**config.mk**
```make
export PLATFORM = sky130hd
export DESIGN_NAME = lvl_state_array
export DESIGN_NICKNAME = d
export VERILOG_FILES = /design/src/rtl/lvl_state_array.sv
export SDC_FILE = /design/constraint.sdc
export NUM_CORES = 1
export LEC_CHECK = 0
export CAP_MARGIN = 20
export CORE_AREA = 2 2 173 175
export DETAILED_ROUTE_END_ITERATION = 16
export DIE_AREA = 0 0 175 177
export PLACE_DENSITY_LB_ADDON = 0.15
export SLEW_MARGIN = 10
export SYNTH_ARGS = -nofsm -noshare
export SYNTH_HDL_FRONTEND = slang
export SYNTH_SLANG_ARGS = --single-unit
```
**constraint.sdc**
```tcl
create_clock -name clk -period 2.9 [get_ports clk]
set_clock_uncertainty 0.1 [all_clocks]
set_input_delay 0.725 -clock clk [delete_from_list [all_inputs] [get_ports clk]]
set_output_delay 0.725 -clock clk [all_outputs]
set_load 0.03 [all_outputs]
```
**src/rtl/lvl_state_array.sv**
```systemverilog
// Per-level decision state array with a backtrack-level search engine.
// Each level holds {has_bkt, dcd_bin}. A search walks down from a start
// level one entry per cycle looking for the first level that has not been
// backtracked yet. Applying the result marks that level as backtracked and
// wipes every deeper level.
//
// state | meaning
// ------+---------------------------------------------------------------
// IDLE  | storage writable, waiting for find_start_i
// SCAN  | evaluating level scan_idx_q, storage frozen
// DONE  | one-cycle completion pulse, result registers already valid
module lvl_state_array #(
  parameter  int NUM_LVLS         = 16,
  parameter  int WIDTH_LVL        = 16,
  parameter  int WIDTH_BIN        = 10,
  localparam int WIDTH_LVL_STATES = WIDTH_BIN + 1
) (
  input  logic                                 clk,
  input  logic                                 rst,
  input  logic                                 dcd_valid_i,
  input  logic [WIDTH_LVL-1:0]                 dcd_lvl_i,
  input  logic [WIDTH_BIN-1:0]                 dcd_bin_i,
  input  logic                                 find_start_i,
  input  logic [WIDTH_LVL-1:0]                 max_lvl_i,
  output logic                                 busy_o,
  output logic                                 find_done_o,
  output logic                                 find_found_o,
  output logic [WIDTH_LVL-1:0]                 bkt_lvl_o,
  output logic [WIDTH_BIN-1:0]                 bkt_bin_o,
  input  logic                                 apply_bkt_i,
  input  logic [NUM_LVLS-1:0]                  wr_states_i,
  input  logic [WIDTH_LVL_STATES*NUM_LVLS-1:0] lvl_states_i,
  output logic [WIDTH_LVL_STATES*NUM_LVLS-1:0] lvl_states_o,
  output logic                                 lvl_ovf_o
);

  localparam int IDX_W = $clog2(NUM_LVLS);
  // One extra bit so level-range compares cannot wrap at NUM_LVLS = 2**WIDTH_LVL.
  localparam logic [WIDTH_LVL:0] NUM_W  = (WIDTH_LVL+1)'(NUM_LVLS);
  localparam logic [WIDTH_LVL:0] LAST_W = (WIDTH_LVL+1)'(NUM_LVLS - 1);
  localparam logic [IDX_W-1:0]   LAST_I = IDX_W'(NUM_LVLS - 1);

  typedef enum logic [1:0] {
    S_IDLE = 2'd0,
    S_SCAN = 2'd1,
    S_DONE = 2'd2
  } state_t;

  state_t               state_q, state_d;
  logic [IDX_W-1:0]     scan_idx_q;
  logic                 found_q;
  logic [IDX_W-1:0]     bkt_idx_q;
  logic [WIDTH_BIN-1:0] bkt_bin_q;
  logic                 ovf_q;
  logic                 has_bkt_q [NUM_LVLS];
  logic [WIDTH_BIN-1:0] dcd_bin_q [NUM_LVLS];

  logic                 scan_ld, scan_dec, res_ld, res_found;
  logic [IDX_W-1:0]     res_idx;
  logic [WIDTH_BIN-1:0] res_bin;
  logic [IDX_W-1:0]     start_idx;
  logic                 idle, apply_en, dcd_in_range, dcd_en;
  logic [IDX_W-1:0]     dcd_idx;

  assign idle         = (state_q == S_IDLE);
  assign apply_en     = idle && apply_bkt_i && found_q;
  assign dcd_in_range = ({1'b0, dcd_lvl_i} < NUM_W);
  assign dcd_en       = idle && dcd_valid_i && dcd_in_range && (dcd_lvl_i != '0);
  assign dcd_idx      = dcd_lvl_i[IDX_W-1:0];

  // Clip the requested start level to the deepest level actually stored.
  always_comb begin
    start_idx = max_lvl_i[IDX_W-1:0];
    if ({1'b0, max_lvl_i} >= LAST_W) start_idx = LAST_I;
  end

  // FSM state register.
  always_ff @(posedge clk or negedge rst) begin
    if (!rst) state_q <= S_IDLE;
    else      state_q <= state_d;
  end

  // Next-state and scan decisions; one level examined per SCAN cycle.
  always_comb begin
    state_d   = state_q;
    scan_ld   = 1'b0;
    scan_dec  = 1'b0;
    res_ld    = 1'b0;
    res_found = 1'b0;
    res_idx   = '0;
    res_bin   = '0;
    case (state_q)
      S_IDLE: begin
        if (find_start_i) begin
          state_d = S_SCAN;
          scan_ld = 1'b1;
        end
      end
      S_SCAN: begin
        if (scan_idx_q == '0) begin
          // Root reached without a candidate: unsatisfiable.
          state_d = S_DONE;
          res_ld  = 1'b1;
        end else if (!has_bkt_q[scan_idx_q]) begin
          state_d   = S_DONE;
          res_ld    = 1'b1;
          res_found = 1'b1;
          res_idx   = scan_idx_q;
          res_bin   = dcd_bin_q[scan_idx_q];
        end else begin
          scan_dec = 1'b1;
        end
      end
      S_DONE:  state_d = S_IDLE;
      default: state_d = S_IDLE;
    endcase
  end

  // Scan index, search result and overflow flag.
  always_ff @(posedge clk or negedge rst) begin
    if (!rst) begin
      scan_idx_q <= '0;
      found_q    <= 1'b0;
      bkt_idx_q  <= '0;
      bkt_bin_q  <= '0;
      ovf_q      <= 1'b0;
    end else begin
      if (scan_ld)       scan_idx_q <= start_idx;
      else if (scan_dec) scan_idx_q <= scan_idx_q - 1'b1;
      if (res_ld) begin
        found_q   <= res_found;
        bkt_idx_q <= res_idx;
        bkt_bin_q <= res_bin;
      end else if (apply_en) begin
        found_q <= 1'b0;
      end
      if (idle && dcd_valid_i && !dcd_in_range) ovf_q <= 1'b1;
    end
  end

  // Level storage; per level: direct load beats backtrack beats decision.
  always_ff @(posedge clk or negedge rst) begin
    if (!rst) begin
      for (int i = 0; i < NUM_LVLS; i++) begin
        has_bkt_q[i] <= 1'b0;
        dcd_bin_q[i] <= '0;
      end
    end else begin
      for (int i = 0; i < NUM_LVLS; i++) begin
        if (idle && wr_states_i[i]) begin
          has_bkt_q[i] <= lvl_states_i[i*WIDTH_LVL_STATES + WIDTH_BIN];
          dcd_bin_q[i] <= lvl_states_i[i*WIDTH_LVL_STATES +: WIDTH_BIN];
        end else if (apply_en && (IDX_W'(i) > bkt_idx_q)) begin
          has_bkt_q[i] <= 1'b0;
          dcd_bin_q[i] <= '0;
        end else if (apply_en && (IDX_W'(i) == bkt_idx_q)) begin
          has_bkt_q[i] <= 1'b1;
        end else if (dcd_en && (dcd_idx == IDX_W'(i))) begin
          has_bkt_q[i] <= 1'b0;
          dcd_bin_q[i] <= dcd_bin_i;
        end
      end
    end
  end

  // Packed combinational view of the storage.
  always_comb begin
    lvl_states_o = '0;
    for (int i = 0; i < NUM_LVLS; i++)
      lvl_states_o[i*WIDTH_LVL_STATES +: WIDTH_LVL_STATES] = {has_bkt_q[i], dcd_bin_q[i]};
  end

  assign busy_o       = (state_q != S_IDLE);
  assign find_done_o  = (state_q == S_DONE);
  assign find_found_o = found_q;
  assign bkt_lvl_o    = WIDTH_LVL'(bkt_idx_q);
  assign bkt_bin_o    = bkt_bin_q;
  assign lvl_ovf_o    = ovf_q;

endmodule

```
==> results of run 1 <==
-- state kept, by name, summed over array words and instances, names as in the netlist --
name and count:
lvl_states_o 176, bkt_bin_o 10, state_q 2, lvl_ovf_o 1, bkt_idx_q 4, find_found_o 1, scan_idx_q 4
-- stage by stage --
| stage | cell area [µm²] | power, mW |
|---|---|---|
| global placement | 16890 | 19.21 |
| global route | 17540 | 22.91 |
| CTS | 17510 | 21.96 |
| finish | 17540 | 22.01 |
| floorplan | 11480 | 13.14 |
| detailed placement | 16890 | 19.36 |
-- cells by family (layout without fill, tap and decap cells) --
| kind of cell | Yosys count | after routing | share of synthesized area |
|---|---|---|---|
| flip-flops | 198 | 198 | 0.4331 |
| multiplexers | 180 | 180 | 0.2306 |
| adder cells (fa/ha/maj) | 1 | 1 | 0.001094 |
| AND/OR/NAND/NOR | 219 | 219 | 0.1003 |
| AO/OA/AOI/OAI | 280 | 280 | 0.1864 |
| other | 1 | 18 | 0.0003278 |
| buffers and inverters | 114 | 593 | 0.04823 |
-- layer usage --
metal	vias up	routed length, µm
met1	5632	19830
met2	659	23790
li1	4762	-
met4	2	1762
met3	97	4524
met5	-	13
-- path summary, 6_finish.rpt --
path / start / to / slack [ns]
worst max-delay path: dcd_valid_i / lvl_states_o[63]$_DFFE_PN0P_ / 0.11
worst min-delay path: rst / lvl_states_o[109]$_DFFE_PN0P_ / 0.17
worst max register to register: state_q[1]$_DFFE_PN0P_ / lvl_states_o[63]$_DFFE_PN0P_ / 0.38
worst min register to register: lvl_ovf_o$_DFFE_PN0P_ / lvl_ovf_o$_DFFE_PN0P_ / 0.37
max in group asynchronous: rst / lvl_states_o[54]$_DFFE_PN0P_ / 1.74
min in group clk: lvl_ovf_o$_DFFE_PN0P_ / lvl_ovf_o$_DFFE_PN0P_ / 0.37
-- layout make-up --
cell class / count / area (µm²) / share of cell area
tap: 390 / 488.0 / 0.02782
sequential: 198 / 4960 / 0.2828
clock buffer: 18 / 439.2 / 0.02504
timing repair buffer: 541 / 5375 / 0.3065
clock inverter: 14 / 182.7 / 0.01042
inverter: 20 / 75.07 / 0.004281
antenna: 6 / 15.01 / 0.0008561
multi-input combinational: 692 / 6003 / 0.3423
-- Yosys cell counts, types with 3 or more instances --
cell type and number:
nor2_1 47, clkbuf_8 5, o211ai_1 4, mux4_2 51, nor3_1 7, buf_4 12
mux2_2 114, and2_1 12, buf_1 4, o31ai_1 6, mux2i_1 4, a21oi_1 45
nand2_1 62, mux2_4 11, nand2b_1 4, and4_1 3, nand3_1 24, inv_1 20
nand3b_1 3, o22a_1 3, a21o_1 3, or3_1 4, a22oi_1 33, buf_2 13
o31a_1 3, nor4_1 3, o21ai_0 32, nor2b_1 6, a22o_2 9, nand4_1 17
nor3b_1 5, clkbuf_1 58, nor4_2 3, dfrtp_1 198, o2bb2ai_1 13, a22o_1 92
a31oi_1 13
-- power by group through the flow --
stage / sequential (mW) / combinational (mW) / clock (mW)
6_report: 5.57 / 13.9 / 2.56
3_3_place_gp: 5.56 / 13.7 / 0
4_1_cts: 5.54 / 13.9 / 2.56
2_1_floorplan: 7.66 / 5.48 / 0
3_5_place_dp: 5.56 / 13.8 / 0
5_1_grt: 5.72 / 14.5 / 2.68
-- timing repair --
action	in CTS	in global routing
hold buffers	0	0
gates resized for setup	0	2
setup buffers	0	0
endpoints found under the setup margin	0	2
==> summary.md, run 1 <==
| Metric | Value |
|---|---|
| Outcome | finished, final reports clean |
| Setup Total Neg Slack | 0 ns |
| Synth warn | 0 |
| Rows | 63 |
| Die H | 177 µm |
| Cts bufs inserted | 17 |
| Worst Path Arrival | 3.02 ns |
| Critical-path top delay cell | clkdlybuf4s50_1 |
| Die area | 30980 µm² |
| Met3 GRT Util | 0.06615 |
| CTS tree | yes |
| Internal power | 11.86 mW |
| Comb power frac | 0.630 |
| IR Drop Worst-Case VDD | 623.8 µV |
| Most common cell after layout, fill and taps aside | clkdlybuf4s50_1 |
| Number of stages on the worst setup path | 8 |
| Max FO, Critical Path | 10 |
| Hold Crit Class | in -> async |
| Util after Layout | 0.5997 |
| Post-Place Cells | 1840 |
| # Max-Cap Violations | 0 |
| Met1 usage | 0.4264 |
| Final Slew Violations | 0 |
| Hold Violations, Final | 0 |
| Pre-CTS setup slack | -0.3253 ns |
| Part of the cycle the worst path needs | 0.9633 |
| Final nets | 1710 |
| Max Clk Rate | 0.3580 GHz |
| CP endpoint kind | flop |
| Cells after synthesis | 993 |
| Main synth FF type | dfrtp_1 |
| Final setup margin | 0.1064 ns |
| Later-pin clock latency in the skew report | 0.45 ns |
| FF+latch count, synth | 198 |
| Non-filler cells, final | 1879 |
| Initial Util | 0.3912 |
| Clock network fraction of total power | 0.116 |
| Crit-path max cell delay | 0.49 ns |
| DP HPWL | 38270 µm |
| Post-synth top area cell | dfrtp_1 |
| DR iter-0 viols | 1120 |
| GRT busiest layer | met2 |
| GP Congestion | 0.9469 |
| Area Growth Syn to Fin | 53.31% |
| Total I/O pin count | 445 |
| Register area share after synthesis | 0.4331 |
| Cell family with most CP delay | simple AND/OR/NAND/NOR gates |
| First-pass GRT wire length | 72980 µm |
| CP startpoint kind | input port |
| CP bufs+invs | 3 |
| Relative slew slack | 0.4984 |
| Vias in the first global route | 11050 |
| Root buffer cell | clkbuf_16 |
| WS Path Type | in -> reg |
| Post-synth top area share | 0.4331 |
| Min cycle time layout | 2.794 ns |
| CP cell instances | clkdlybuf4s50_1 > nor4bb_1 > nand4_1 > buf_4 > or3_1 > a21oi_4 > buf_12 > mux2_2 |
| Clock transition at path regs | 0.09 ns |
| Maximum buffer depth of the clock tree | 2 |
| Vias per cell | 5.935 |
| Core ar. | 29240 µm² |
| Top cells by area, synth | dfrtp_1 (43%), mux2_2 (11%), mux4_2 (10%) |
| Die X | 175 µm |
| Post-DRT Antenna Nets | 0 |
| Initial antenna violation count | 7 |
| Number of remaining DRC errors | 0 |
| Clock Sinks | 198 |
| Asr flop ratio synth | 1.000 |
| DRT Wirelength | 49920 µm |
| Layout cells sized above 1 | 0.2414 |
| Reg power frac | 0.253 |
| EDFF count, synth | 0 |
| Pin count of the biggest net entering global routing | 63 |
| Worst-Margin Slew | 0.7500 ns |
| Cell variety after synth | 74 |
| Per-cell routed wire length | 26.57 µm |
| Syn_area_per_cell | 11.52 µm² |
| Endpoints failing setup | 0 |
| Static Leak | 7.350 nW |
| Power per Cell Area | 1255 nW/µm² |
| RSZ-0062 raised after global routing | false |
| DR vias | 11150 |
| Sw Share | 0.4611 |
| Met2 Track Usage GR | 0.5180 |
| Net Switching | 10.15 mW |
| R2R depth | 7 |
| Drt first pass iters | 5 |
| CTS HTree Levels | 4 |
| CP required | 3.13 ns |
| Post-Syn Area | 11440 µm² |
| Final hold slack | 0.1744 ns |
| Port-buffer cells | 432 |
| GR Util All Layers | 0.3210 |
| Fillcell total | 2453 |
| Grt total ovfl | 0 |
| Commonest cells after routing, fill and taps aside | clkdlybuf4s50_1 (431), dfrtp_1 (194), mux2_2 (114), a22o_1 (92), buf_4 (90) |
(Power assumes the default switching activity.)
==> run 2: changes to the inputs <==
--- a/config.mk
+++ b/config.mk
@@ -6,9 +6,10 @@
 export NUM_CORES = 1
 export LEC_CHECK = 0
 export CAP_MARGIN = 20
-export CORE_AREA = 2 2 173 175
+export CORE_AREA = 4 4 170 172
 export DETAILED_ROUTE_END_ITERATION = 16
-export DIE_AREA = 0 0 175 177
+export DIE_AREA = 0 0 174 176
+export MAX_ROUTING_LAYER = met4
 export PLACE_DENSITY_LB_ADDON = 0.15
 export SLEW_MARGIN = 10
 export SYNTH_ARGS = -nofsm -noshare
==> run 2 against run 1 <==
Compared with the run above: register-to-register slack got worse by 0.06 ns; die area fell by 1.1%; critical endpoint is now find_done_o; highest routed layer is now met4; worst hold slack got worse by 0.020 ns.
==> summary.md, run 2 (synthesized netlist as in run 1, its figures left out) <==
| Metric | Value |
|---|---|
| CP bufs+invs | 2 |
| Worst-Margin Slew | 0.7721 ns |
| Initial antenna violation count | 3 |
| # Max-Cap Violations | 0 |
| Port-buffer cells | 432 |
| Final Slew Violations | 0 |
| Die area | 30620 µm² |
| Total chip power | 21.87 mW |
| CP endpoint kind | primary output |
| Max reg flops | 176 |
| Drt first pass iters | 5 |
| DR iter-0 viols | 886 |
| CP required | 2.08 ns |
| Number of remaining DRC errors | 0 |
| DR vias | 11110 |
| Clock transition at path regs | 0.08 ns |
| Static Leak | 7.340 nW |
| Relative slew slack | 0.4853 |
| Hold Crit Class | in -> async |
| Die H | 176 µm |
| Per-cell routed wire length | 27.63 µm |
| Maximum buffer depth of the clock tree | 2 |
| Area Growth Syn to Fin | 52.17% |
| Vias in the first global route | 11550 |
| Grt total ovfl | 0 |
| Outcome | finished, final reports clean |
| Root buffer cell | clkbuf_16 |
| CTS HTree Levels | 4 |
| Cts hold-fix bufs | 0 |
| Worst Path Arrival | 1.93 ns |
| Power per Cell Area | 1256 nW/µm² |
| Later-pin clock latency in the skew report | 0.44 ns |
| Crit-path max cell delay | 0.68 ns |
| Vias per cell | 6.056 |
| Min cycle time layout | 2.758 ns |
| Max Clk Rate | 0.3626 GHz |
| Rows | 61 |
| Util after Layout | 0.6336 |
| First-pass GRT wire length | 74040 µm |
| WS Path Type | reg -> out |
| Part of the cycle the worst path needs | 0.9511 |
| DRT Wirelength | 50680 µm |
| RSZ-0062 raised after global routing | false |
| CTS tree | yes |
| Critical-path top delay cell | clkdlybuf4s50_1 |
| Max FO, Critical Path | 9 |
| Layout cells sized above 1 | 0.2411 |
| Total I/O pin count | 445 |
| DP HPWL | 39460 µm |
| Post-DRT Antenna Nets | 0 |
| GP Congestion | 0.9718 |
| CP startpoint kind | flop |
| Hold Violations, Final | 0 |
| Core ar. | 27480 µm² |
| Initial Util | 0.4163 |
| Cts bufs inserted | 17 |
| Most common cell after layout, fill and taps aside | clkdlybuf4s50_1 |
| GR Util All Layers | 0.3332 |
| Clock Sinks | 198 |
| Commonest cells after routing, fill and taps aside | clkdlybuf4s50_1 (430), dfrtp_1 (195), mux2_2 (114), buf_4 (96), a22o_1 (92) |
| IR Drop Worst-Case VDD | 604.4 µV |
| Endpoints failing setup | 0 |
| Pin count of the biggest net entering global routing | 64 |
| CP cell instances | buf_4 > nor2b_1 > clkdlybuf4s50_1 |
| Cell family with most CP delay | buffers and inverters |
| Final nets | 1712 |
| Die X | 174 µm |
-- run 2: final cells by class --
| class | count | area [µm²] |
|---|---|---|
| Antenna cell | 3 | 7.507 |
| Tap cell | 346 | 432.9 |
| Inverter | 20 | 75.07 |
| Sequential cell | 198 | 4959 |
| Timing Repair Buffer | 543 | 5343 |
| Multi-Input combinational cell | 692 | 6003 |
| Clock buffer | 18 | 429.2 |
| Clock inverter | 14 | 158.9 |
| Fill cell | 2253 | 10070 |
-- run 2: path summary, 6_finish.rpt --
path / depth (start not counted) / from / to / slack (ns)
hold reg to reg: 1 / lvl_ovf_o$_DFFE_PN0P_ / lvl_ovf_o$_DFFE_PN0P_ / 0.36
max in group asynchronous: 2 / rst / lvl_states_o[121]$_DFFE_PN0P_ / 1.75
min in group clk: 1 / lvl_ovf_o$_DFFE_PN0P_ / lvl_ovf_o$_DFFE_PN0P_ / 0.36
setup reg to reg: 6 / scan_idx_q[2]$_DFFE_PN0P_ / bkt_idx_q[1]$_DFFE_PN0P_ / 0.32
setup / recovery: 3 / state_q[0]$_DFFE_PN0P_ / find_done_o / 0.14
hold / removal: 1 / rst / lvl_states_o[99]$_DFFE_PN0P_ / 0.15
-- run 2: per-layer routing --
metal,part of all wire,track usage,up-vias
li1,-,-,4752
met1,0.39,0.4149,5528
met2,0.47,0.5243,697
met3,0.094,0.07944,129
met4,0.049,0.1445,0
met5,0,-,-
-- run 2: timing repair --
item,in CTS,in global routing
resized for setup,1,1
buffers inserted,0,0
cloned,0,0
endpoints found under the setup margin,1,1
-- run 2: power breakdown --
part           internal, mW  switching [mW]
logic                  6.42            7.53
registers              4.15            1.37
clock network          1.16            1.24
total                  11.7            10.1
-- run 2: through the flow --
step / instances / instance area (µm²) / setup TNS [ns] / setup slack (ns) / hold slack (ns)
after floorplan: 1004 / 11480 / 0 / 0.2725 / 0.3294
after global placement: 1798 / 16800 / -21.25 / -0.2997 / 0.3426
after detailed placement: 1798 / 16800 / -23.43 / -0.2891 / 0.3450
after CTS: 1830 / 17390 / 0 / 0.007910 / 0.1943
after global routing: 1834 / 17410 / 0 / 0.06471 / 0.1869
final: 1834 / 17410 / 0 / 0.1419 / 0.1547
==> patch, RTL diff (settings of run 1) <==
Change the parameter `WIDTH_LVL` from 16 to 32.
--- a/src/rtl/lvl_state_array.sv
+++ b/src/rtl/lvl_state_array.sv
@@ -11,7 +11,7 @@
 // DONE  | one-cycle completion pulse, result registers already valid
 module lvl_state_array #(
   parameter  int NUM_LVLS         = 16,
-  parameter  int WIDTH_LVL        = 16,
+  parameter  int WIDTH_LVL        = 32,
   parameter  int WIDTH_BIN        = 10,
   localparam int WIDTH_LVL_STATES = WIDTH_BIN + 1
 ) (
Ports: changed (resized bkt_lvl_o, dcd_lvl_i and max_lvl_i); port bits go from 445 to 493. No check against the original RTL was run, so the function may have changed too.
==> patch against run 1 <==
Area after synthesis increased by 2.0%; design area increased by 3.6%; worst setup slack got worse by 0.096 ns; critical endpoint is now lvl_states_o[22]$_DFFE_PN0P_; total power decreased by 0.39%; routed wire length increased by 9.7%; largest power group unchanged; sequential cell count unchanged.
==> patch: results (changes against run 1) <==
metric,value,unit,change
avgRoutedWirePerCell,27.6,um,+3.9%
clockRootBuffer,clkbuf_16,,
yosysSeqAreaShare,42.4,%,-0.86 points
gp_congestion,0.956,,+0.99%
max_stage_delay,0.59,ns,+0.10 ns
port_buffers,464,,+7.4%
grt_pass1_wl,76900,um,+5.4%
final_cells,1984,,+5.6%
drive_gt1_share,18.5,%,-5.6 points
grt.total_usage,34.1,%,+2.0 points
synth_warnings,0,,unchanged
crit_type,in -> reg,,
leakage,7.52,nW,+2.2%
outcome,finished clean,,
placed_area,17400,um^2,+2.9%
cp_slowest_cell,or4_4,,
cts_resized,3,,+3
hold_slack,0.168,ns,-0.00680 ns
dp_hpwl,42000,um,+9.8%
hp-class,in -> async,,
synth_compound_gate_area_share,21.1,%,+2.5 points
post_cts_buffers,0,,unchanged
synthTopCellsByArea,"dfrtp_1 42%, mux4_2 9.8%, mux2_2 5.9%",,
synth.area.mux_share,19.3,%,-3.7 points
clk_path_buf_depth,2,,unchanged
worstMarginPinSlew,0.832,ns,+0.0825 ns
largest_reg_flops,176,,unchanged
cts.clk_slew.worst_paths,0.08,ns,
arrival,3.11,ns,+0.09 ns
grt_pass1_vias,11700,,+6.2%
rr_startpoint,state_q[1]$_DFFE_PN0P_,,
drc_errors,0,,unchanged
async_reset_ff_share,100,%,unchanged
nNetsFinal,1846,,+8.0%
placed_cells,1939,,+5.4%
synth_xor_area_share,0,%,unchanged
reg2reg_to,lvl_states_o[22]$_DFFE_PN0P_,,
syn_avg_cell_area,10.9,um^2,-5.0%
ys.flop_type,dfrtp_1,,
clk_latency,0.44,ns,
grt_max_degree,64,,+1.6%
numCtsBuffers,17,,unchanged
via_count,12200,,+9.0%
maxCapViolCount,0,,unchanged
synth_fa_ha_area_share,0.107,%,-0.0022 points
ff2ff_setup_slack,0.23,ns,-0.15 ns
synth_common_cells,"198 x dfrtp_1, 79 x clkbuf_1, 74 x nand2_1, 70 x a22o_1",,
setup.worst_path.start,dcd_lvl_i[13],,
htree_num_levels,4,,unchanged
antenna_found_initial,9,,+2
critPathTopFamily,simple AND/OR/NAND/NOR gates,,
r2r_cells,6,,-1
synth.distinct_cells,58,,-22%
cp_max_fo,5,,-5
drtIter0Drc,1227,,+9.6%
dr.pass1.iters,7,,+2
peakVddDrop,0.595,mV,-4.5%
==> patch: changes by cell type after synthesis, sizes merged, moves of 18 or more <==
cell | before | now
a2bb2oi | 1 | 61
o31ai | 8 | 55
mux2 | 125 | 85
buf | 30 | 51
a22oi | 33 | 2
nor2 | 47 | 17
nand3 | 25 | 43
a22o | 101 | 70
==> patch: per-layer routing <==
layer | up-vias | track usage, % | wire (um)
met2 | 848 | 55.3 | 25800
met3 | 140 | 7.60 | 5650
met4 | 4 | 15.9 | 2500
met5 | - | 0 | 27
met1 | 6046 | 43.6 | 20800
li1 | 5121 | - | -
==> patch: per-stage QoR <==
| stage | power [mW] | util, % | TNS [ns] | setup WS, ns |
|---|---|---|---|---|
| after floorplan | 13.0 | - | 0 | 0.121 |
| after global placement | 19.1 | 59.4 | -40.02 | -0.497 |
| after detailed placement | 19.3 | 59.4 | -45.14 | -0.546 |
| after CTS | 21.7 | 61.4 | 0 | 0.000581 |
| after global routing | 22.7 | 62.1 | -0.0518 | -0.0157 |
| final | 21.9 | 62.1 | 0 | 0.0106 |
==> patch: final cells by class <==
| cell class | count | area [um^2] |
|---|---|---|
| Tap cell | 390 | 488 |
| Inverter | 15 | 56.3 |
| Multi-Input combinational cell | 752 | 6270 |
| Sequential cell | 198 | 4960 |
| Fill cell | 2409 | 11100 |
| Timing Repair Buffer | 590 | 5800 |
| Clock inverter | 13 | 135 |
| Clock buffer | 19 | 443 |
| Antenna cell | 7 | 17.5 |
==> patch: power breakdown <==
part | leakage [nW] | internal (mW) | switching, mW | total, mW
Combinational | 4.86 | 6.36 | 7.39 | 13.8
Sequential | 2.37 | 4.16 | 1.60 | 5.76
Clock | 0.280 | 1.17 | 1.24 | 2.41
Total | 7.52 | 11.7 | 10.2 | 21.9
